$ cat src/rtl/instr_pkg.sv
// Shared definitions for the instruction encoder: format codes and major opcodes.
package instr_pkg;

  typedef enum logic [1:0] {
    FMT_LOAD  = 2'd0,
    FMT_STORE = 2'd1,
    FMT_R     = 2'd2,
    FMT_RSVD  = 2'd3
  } fmt_e;

  localparam logic [6:0] OPC_LOAD  = 7'b0000011;
  localparam logic [6:0] OPC_STORE = 7'b0100011;
  localparam logic [6:0] OPC_OP    = 7'b0110011;

endpackage

$ cat src/rtl/instr_pack.sv
// Combinational field packer: builds a 32-bit instruction word from its fields.
// The reserved format packs to zero; the caller drops it before it is stored.
module instr_pack
  import instr_pkg::*;
(
  input  fmt_e        fmt,
  input  logic [4:0]  rd,
  input  logic [4:0]  rs1,
  input  logic [4:0]  rs2,
  input  logic [2:0]  funct3,
  input  logic [6:0]  funct7,
  input  logic [11:0] imm,
  output logic [31:0] instr
);

  // Select the bit layout for the requested format.
  always_comb begin
    instr = '0;
    case (fmt)
      FMT_LOAD:  instr = {imm, rs1, funct3, rd, OPC_LOAD};
      FMT_STORE: instr = {imm[11:5], rs2, rs1, funct3, imm[4:0], OPC_STORE};
      FMT_R:     instr = {funct7, rs2, rs1, funct3, rd, OPC_OP};
      default:   instr = '0;
    endcase
  end

endmodule

$ cat src/rtl/instr_encoder.sv
// Instruction encoder: accepts field requests, packs them into 32-bit words and
// queues them in a two-entry buffer with a running word address.
// Optional feature: define INSTR_ENCODER_RANGE_CHECK_EN to drop load/store requests
// whose immediate does not fit in 12 signed bits (flagged on err_range).
module instr_encoder
  import instr_pkg::*;
#(
  parameter int unsigned ADDR_W    = 10,
  parameter int unsigned BASE_ADDR = 0,
  parameter int unsigned DEPTH     = 2
) (
  input  logic              clk,
  input  logic              rst_n,
  input  logic              in_clr,
  input  logic              in_valid,
  output logic              in_ready,
  input  logic [1:0]        in_fmt,
  input  logic [4:0]        in_rd,
  input  logic [4:0]        in_rs1,
  input  logic [4:0]        in_rs2,
  input  logic [2:0]        in_funct3,
  input  logic [6:0]        in_funct7,
  input  logic [63:0]       in_imm,
  output logic              out_valid,
  input  logic              out_ready,
  output logic [31:0]       out_instr,
  output logic [ADDR_W-1:0] out_addr,
  output logic              err_fmt,
  output logic              err_range
);

  localparam logic [ADDR_W-1:0] BaseAddr = ADDR_W'(BASE_ADDR);
  localparam logic [1:0]        FullCnt  = 2'(DEPTH);

  fmt_e              fmt;
  logic [31:0]       packed_word;
  logic              accept, drop, push, pop, range_bad;

  logic [31:0]       mem_q [2];
  logic              wr_ptr_q, wr_ptr_d;
  logic              rd_ptr_q, rd_ptr_d;
  logic [1:0]        count_q, count_d;
  logic              ready_q, ready_d;
  logic [ADDR_W-1:0] addr_q, addr_d;
  logic              err_fmt_q, err_fmt_d;

  assign fmt = fmt_e'(in_fmt);

  instr_pack u_pack (
    .fmt    (fmt),
    .rd     (in_rd),
    .rs1    (in_rs1),
    .rs2    (in_rs2),
    .funct3 (in_funct3),
    .funct7 (in_funct7),
    .imm    (in_imm[11:0]),
    .instr  (packed_word)
  );

`ifdef INSTR_ENCODER_RANGE_CHECK_EN
  logic imm_fits;
  logic err_range_q, err_range_d;

  // Fits in 12 signed bits when bits 63..11 are all copies of the sign.
  assign imm_fits  = (in_imm[63:11] == '0) || (in_imm[63:11] == '1);
  assign range_bad = ((fmt == FMT_LOAD) || (fmt == FMT_STORE)) && !imm_fits;

  // Sticky range flag, cleared only by in_clr or reset.
  always_comb begin
    err_range_d = err_range_q | (accept & range_bad);
    if (in_clr) err_range_d = 1'b0;
  end

  // Range flag register.
  always_ff @(posedge clk or negedge rst_n) begin
    if (!rst_n) err_range_q <= 1'b0;
    else        err_range_q <= err_range_d;
  end

  assign err_range = err_range_q;
`else
  // Upper immediate bits are simply truncated away in this build.
  logic unused_imm;
  assign unused_imm = ^in_imm[63:12];
  assign range_bad  = 1'b0;
  assign err_range  = 1'b0;
`endif

  assign out_valid = (count_q != 2'd0);
  assign pop       = out_valid & out_ready;
  // A request that coincides with a clear is treated as never accepted.
  assign accept    = in_valid & ready_q & ~in_clr;
  assign drop      = (fmt == FMT_RSVD) | range_bad;
  assign push      = accept & ~drop;

  // Next-state for buffer pointers, occupancy, address counter and format flag.
  always_comb begin
    wr_ptr_d  = wr_ptr_q ^ push;
    rd_ptr_d  = rd_ptr_q ^ pop;
    count_d   = count_q + {1'b0, push} - {1'b0, pop};
    addr_d    = pop ? addr_q + ADDR_W'(4) : addr_q;
    err_fmt_d = err_fmt_q | (accept & (fmt == FMT_RSVD));
    if (in_clr) begin
      wr_ptr_d  = 1'b0;
      rd_ptr_d  = 1'b0;
      count_d   = 2'd0;
      addr_d    = BaseAddr;
      err_fmt_d = 1'b0;
    end
    // Registered ready: reflects next-cycle fullness, never out_ready directly.
    ready_d = (count_d != FullCnt);
  end

  // Buffer storage and control state, all cleared by the asynchronous reset.
  always_ff @(posedge clk or negedge rst_n) begin
    if (!rst_n) begin
      mem_q[0]  <= '0;
      mem_q[1]  <= '0;
      wr_ptr_q  <= 1'b0;
      rd_ptr_q  <= 1'b0;
      count_q   <= 2'd0;
      ready_q   <= 1'b0;
      addr_q    <= BaseAddr;
      err_fmt_q <= 1'b0;
    end else begin
      if (push) mem_q[wr_ptr_q] <= packed_word;
      wr_ptr_q  <= wr_ptr_d;
      rd_ptr_q  <= rd_ptr_d;
      count_q   <= count_d;
      ready_q   <= ready_d;
      addr_q    <= addr_d;
      err_fmt_q <= err_fmt_d;
    end
  end

  assign in_ready  = ready_q;
  assign out_instr = out_valid ? mem_q[rd_ptr_q] : '0;
  assign out_addr  = addr_q;
  assign err_fmt   = err_fmt_q;

endmodule

$ cat config.mk
export PLATFORM = sky130hd
export DESIGN_NAME = instr_encoder
export DESIGN_NICKNAME = d
export VERILOG_FILES = /design/src/rtl/instr_pkg.sv /design/src/rtl/instr_pack.sv /design/src/rtl/instr_encoder.sv
export SDC_FILE = /design/constraint.sdc
export NUM_CORES = 1
export LEC_CHECK = 0
export ABC_AREA = 1
export CAP_MARGIN = 40
export CORE_UTILIZATION = 45
export CTS_BUF_LIST = sky130_fd_sc_hd__clkbuf_4 sky130_fd_sc_hd__clkbuf_8
export CTS_CLUSTER_SIZE = 40
export DETAILED_ROUTE_END_ITERATION = 8
export PLACE_DENSITY = 0.78
export SYNTH_ARGS = -nofsm -noshare
export SYNTH_HDL_FRONTEND = slang
export SYNTH_HIERARCHICAL = 1
export SYNTH_SLANG_ARGS = --single-unit
$ cat constraint.sdc
create_clock -name clk -period 1.95 [get_ports clk]
set_clock_uncertainty 0.2 [all_clocks]
set_input_delay 0.195 -clock clk [delete_from_list [all_inputs] [get_ports clk]]
set_output_delay 0.195 -clock clk [all_outputs]
set_load 0.01 [all_outputs]
== Yosys cells after proc, flatten, opt, wreduce, memory -nomap -nowiden ==
Index checks and enable logic that the tools add are counted.
Widths: inputs -> output; s select.

* Flip-flop bits (word level): 80
* Output and inout port bits: 46
* Word-level logic and storage cells: 48

* Mux-type cells: 14
* Eq/ne operators: 4
* Add/sub/neg operators: 3
* Bitwise operators: 12
* $lt $le $gt $ge: 3
* Reductions and logical operators: 4

{| class="wikitable"
|+ Operators with widths
! kind !! number
|-
| $mux 32 || 5
|-
| $pmux 32 s3 || 1
|-
| $bwmux 64 || 1
|-
| $demux 32 s1 || 1
|-
| $mux 10 || 2
|-
| $add 10x3->10 const B || 1
|-
| $and 1x1->1 || 5
|-
| $eq 2x2->1 const B || 2
|-
| $ge 2x2->1 const B || 2
|-
| $not 1->2 || 2
|-
| $reduce_bool 2->1 || 2
|-
| $mux 1 || 3
|-
| $add 2x1->2 || 1
|-
| $eq 2x1->1 const B || 1
|-
| $logic_not 2->1 || 1
|-
| $lt 2x1->1 const B || 1
|-
| $mux 2 || 1
|-
| $ne 2x2->1 const B || 1
|-
| $not 1->1 || 2
|-
| $sub 2x1->2 || 1
|-
| $xor 1x1->1 || 2
|-
| $logic_and 1x1->1 || 1
|-
| $or 1x1->1 || 1
|}

== Logic depth before layout (Yosys ltp) ==
* Depth after elaboration: 7
* Mapped depth: 10
* Mapped depth without buffers: 9

== Hierarchy ==
Netlist, hierarchy kept.

{| class="wikitable"
|+ By module, submodules not included
! module !! area an instance (um^2) !! cells each !! instances
|-
| instr_encoder || 3590.9 || 373 || 1
|-
| instr_pack || 923.4 || 174 || 1
|}

== Worst setup path after synthesis ==
OpenSTA, ideal clock, no wires.

* Kind: input to register
* From: input port in_clr
* To: register mem_q[43] (netlist bit)
* Buffers on the path: 3
* Stages on the path: 8
* Data arrival time: 1.433 ns
* Slack: 0.192 ns
* Library setup time: 0.125 ns
* Cell sequence: buf_2 clkinv_2 nand3_1 nor2_1 ha_1 buf_2 buf_6 mux2_2

* Longest elaborated chain between the ends: 3

{| class="wikitable"
|+ RTL lines
! item !! line !! source
|-
| start, declared || instr_encoder.sv:14 || <nowiki>input logic in_clr,</nowiki>
|-
| $not 1->1 || instr_encoder.sv:92 || <nowiki>assign accept = in_valid & ready_q & ~in_clr;</nowiki>
|-
| $and 1x1->1 || instr_encoder.sv:92 ||
|-
| $and 1x1->1 || instr_encoder.sv:94 || <nowiki>assign push = accept & ~drop;</nowiki>
|-
| end signal, assigned by index || instr_encoder.sv:126 || <nowiki>if (push) mem_q[wr_ptr_q] <= packed_word;</nowiki>
|-
| end, declared || instr_encoder.sv:39 || <nowiki>logic [31:0] mem_q [2];</nowiki>
|}

No other way between the ends.
A chain may end at the register's enable or synchronous reset.

== Final worst setup path ==
* From: register rd_ptr_q
* To: output port out_instr[29]

* Longest elaborated chain between the ends: 5

{| class="wikitable"
|+ RTL lines
! item !! line !! source
|-
| start, declared || instr_encoder.sv:41 || <nowiki>logic rd_ptr_q, rd_ptr_d;</nowiki>
|-
| start signal, assigned || instr_encoder.sv:128 || <nowiki>rd_ptr_q <= rd_ptr_d;</nowiki>
|-
| $not 1->2 (not written as such) || instr_encoder.sv:137 || <nowiki>assign out_instr = out_valid ? mem_q[rd_ptr_q] : '0;</nowiki>
|-
| $mux 32 (not written as such) (3 in a row) || instr_encoder.sv:137 ||
|-
| $mux 32 || instr_encoder.sv:137 ||
|-
| end, declared || instr_encoder.sv:26 || <nowiki>output logic [31:0] out_instr,</nowiki>
|}

No other way between the ends. The select of a mux whose other input is x is not followed.

==> flow_metrics.tcl <==
set metrics [dict create \
    gp_congestion 0.8011 \
    cts_inserted_buffers 9 \
    start_util 0.4640 \
    die_x_um 102.2 \
    cts.sinks 78 \
    dieArea_mm2 0.01044 \
    route.detailed.drc 0 \
    netlist.top_cell.by_area "dfrtp_1" \
    hold_class "primary input to async pin" \
    grt_use_met2 0.3655 \
    grt_util_all_layers 0.2135 \
    place_inst 752 \
    layout.nets 746 \
    cap_violations 0 \
    clock-root-buffer "clkbuf_8" \
    antenna_cells 0 \
    crit_family "buffers and inverters" \
    nFillCells 865 \
    regArea_mm2 0.001953 \
    grt_use_met1 0.2752 \
    grt_overflow_total 0 \
    die_h_um 102.2 \
    fin_cells 778 \
    avgViaCountPerCell 4.967 \
    synth_top_cell_area_share 0.4324 \
    cpPeakStageDelay_ns 0.48 \
    syn_avg_cell_area_um2 8.253 \
    grt_pass1_wl_um 17380 \
    period_minus_slack_ns 1.930 \
    via_count 3864 \
    synth_edf_count 0 \
    port_buffers 86 \
    synth_area_mm2 0.004514 \
    grt_pass1_vias 3855 \
    area_growth_pct 28.30 \
    crit_required_ns 1.55 \
    critical_path.endpoint_type "output port" \
    synth_top_cells_by_area "dfrtp_1 (43%), nand2_1 (12%), o21ai_0 (6.4%), mux2_2 (6.2%), inv_1 (5.8%)" \
    slowest_stage "dfrtp_2" \
    cp-start-kind "register" \
    drt.antenna.violating_nets 0 \
    ys_seq_area_frac 0.4324 \
    insertion_delay_ns 0.34 \
    netlist_instances 547 \
    routed_wl_um 10740 \
    clk_path_buf_depth 2 \
    rsz0062_at_grt "true" \
    drive_gt1_frac 0.2388 \
    yosysWarningCount 6 \
    gr-max-usage-layer "met2" \
    path_buf_inv 3 \
    final_hold_viol_count 0 \
    multi_input_area_mm2 0.002061 \
    synth.top_cells.by_count "nand2_1 (140), dfrtp_1 (78), inv_1 (70)" \
    ys_ff_latch 78 \
    timing.fmax_mhz 518.2 \
    cp.arrival_ns 1.53 \
    core-area_mm2 0.009729 \
    path_max_fanout 17 \
    ir_drop_mv 0.5904 \
    rows 36 \
    use_met3 0.03420 \
    cellLeakagePower_nw 2.922 \
    crit_type "register to output port" \
    outcome "completed" \
    grt_max_degree 45 \
    dpl.hpwl_um 7145 \
    drt_iter0_drc 156 \
    slew_violations 0 \
    hold_slack_ns 0.1374 \
    post_drt_wl_per_cell_um 13.80 \
    htree_levels 3 \
    clk_pin_slew_ns 0.08 \
    path_cells "buf_4 > clkbuf_16 > o21ai_2 > a21oi_2 > buf_2" \
    postSynth.asyncResetShare 1.000 \
    antenna_found_initial 0 \
    dr.pass1.iters 4 \
    ios 142 \
    setup_viol 0 \
    synth_cell_type_count 28 \
    yosysMostFrequentCell "nand2_1" \
    ys.flop_type "dfrtp_1" \
    cellPowerDensity_mw_per_mm2 1113 \
    cts_tree "yes" \
    period_share 0.9895 \
]
flip-flops by register name (all words and copies together), names as in the netlist:
signal and count:
count_q 2, err_fmt 1, in_ready 1, mem_q 64
out_addr 8, rd_ptr_q 1, wr_ptr_q 1
layout make-up:
type	instances	share of cell area
multi-input cells	359	0.3558
flip-flops and latches	78	0.3372
inverters	75	0.05012
well taps	133	0.02873
clock inverters	6	0.01491
repair buffers	117	0.1905
clock buffers	10	0.02268
path summary, 6_finish.rpt:
check / to / cells after the start / slack (ns) / from
setup / recovery: out_instr[29] / 5 / 0.02 / rd_ptr_q
hold / removal: mem_q[20] / 2 / 0.14 / rst_n
setup reg to reg: in_ready / 10 / 0.09 / count_q[1]
hold reg to reg: mem_q[46] / 1 / 0.30 / mem_q[46]
max in group asynchronous: mem_q[56] / 3 / 0.80 / rst_n
min in group clk: mem_q[46] / 1 / 0.30 / mem_q[46]
repair_timing:
item | in CTS | in global routing
endpoints found under the setup margin | 33 | 32
gates cloned | 1 | 2
endpoints found under the hold margin | 34 | 0
hold buffers | 1 | 0
resized for setup | 103 | 48
pin swaps | 1 | 2
setup buffers | 3 | 4
power breakdown:
| group | internal [mW] | total (mW) | switching [mW] |
|---|---|---|---|
| sequential | 2.22 | 2.49 | 0.267 |
| combinational | 1.20 | 2.64 | 1.44 |
| clock | 0.733 | 1.32 | 0.584 |
layout by cell type, fill, tap and decap left out, drive strengths merged, types with 3 or more instances in the layout:
cell type / synthesis / layout
nand2: 153 / 154
dfrtp: 78 / 78
inv: 74 / 74
o21ai: 65 / 65
clkdlybuf4s50: 0 / 52
buf: 36 / 49
a21oi: 37 / 37
mux2: 32 / 32
nand3: 31 / 31
clkbuf: 4 / 22
nor2: 18 / 18
ha: 10 / 10
conb: 2 / 6
clkinv: 1 / 4
xor2: 3 / 3
metal layers:
layer  wire length [um]  share of wire
met2               5279           0.49
met4                125          0.012
met5                  0              0
met3                416          0.039
met1               4918           0.46
per-stage QoR:
stage | TNS [ns] | setup slack, ns | utilization | total power [mW] | area, um^2
6_report | 0 | 0.02039 | 0.5953 | 6.444 | 5792
5_1_grt | -0.2798 | -0.06126 | 0.5953 | 6.911 | 5792
4_1_cts | -0.01173 | -0.01173 | 0.5874 | 6.273 | 5715
3_5_place_dp | -9.907 | -0.2239 | 0.5669 | 4.989 | 5515
3_3_place_gp | -6.830 | -0.1763 | 0.5669 | 4.866 | 5515
2_1_floorplan | 0 | 0.1922 | - | 3.860 | 4529
cell families (layout without fill, tap and decap cells):
| group | Yosys count | count (layout) | share of synthesized area |
|---|---|---|---|
| AND/OR/NAND/NOR | 203 | 204 | 0.2020 |
| multiplexers | 32 | 32 | 0.07982 |
| other | 2 | 6 | 0.001664 |
| buffers and inverters | 115 | 208 | 0.1347 |
| adder cells (fa/ha/maj) | 10 | 10 | 0.02772 |
| flip-flops | 78 | 78 | 0.4324 |
| AO/OA/AOI/OAI | 104 | 104 | 0.1159 |
| XOR/XNOR | 3 | 3 | 0.005821 |
(Power assumes the default switching activity.)
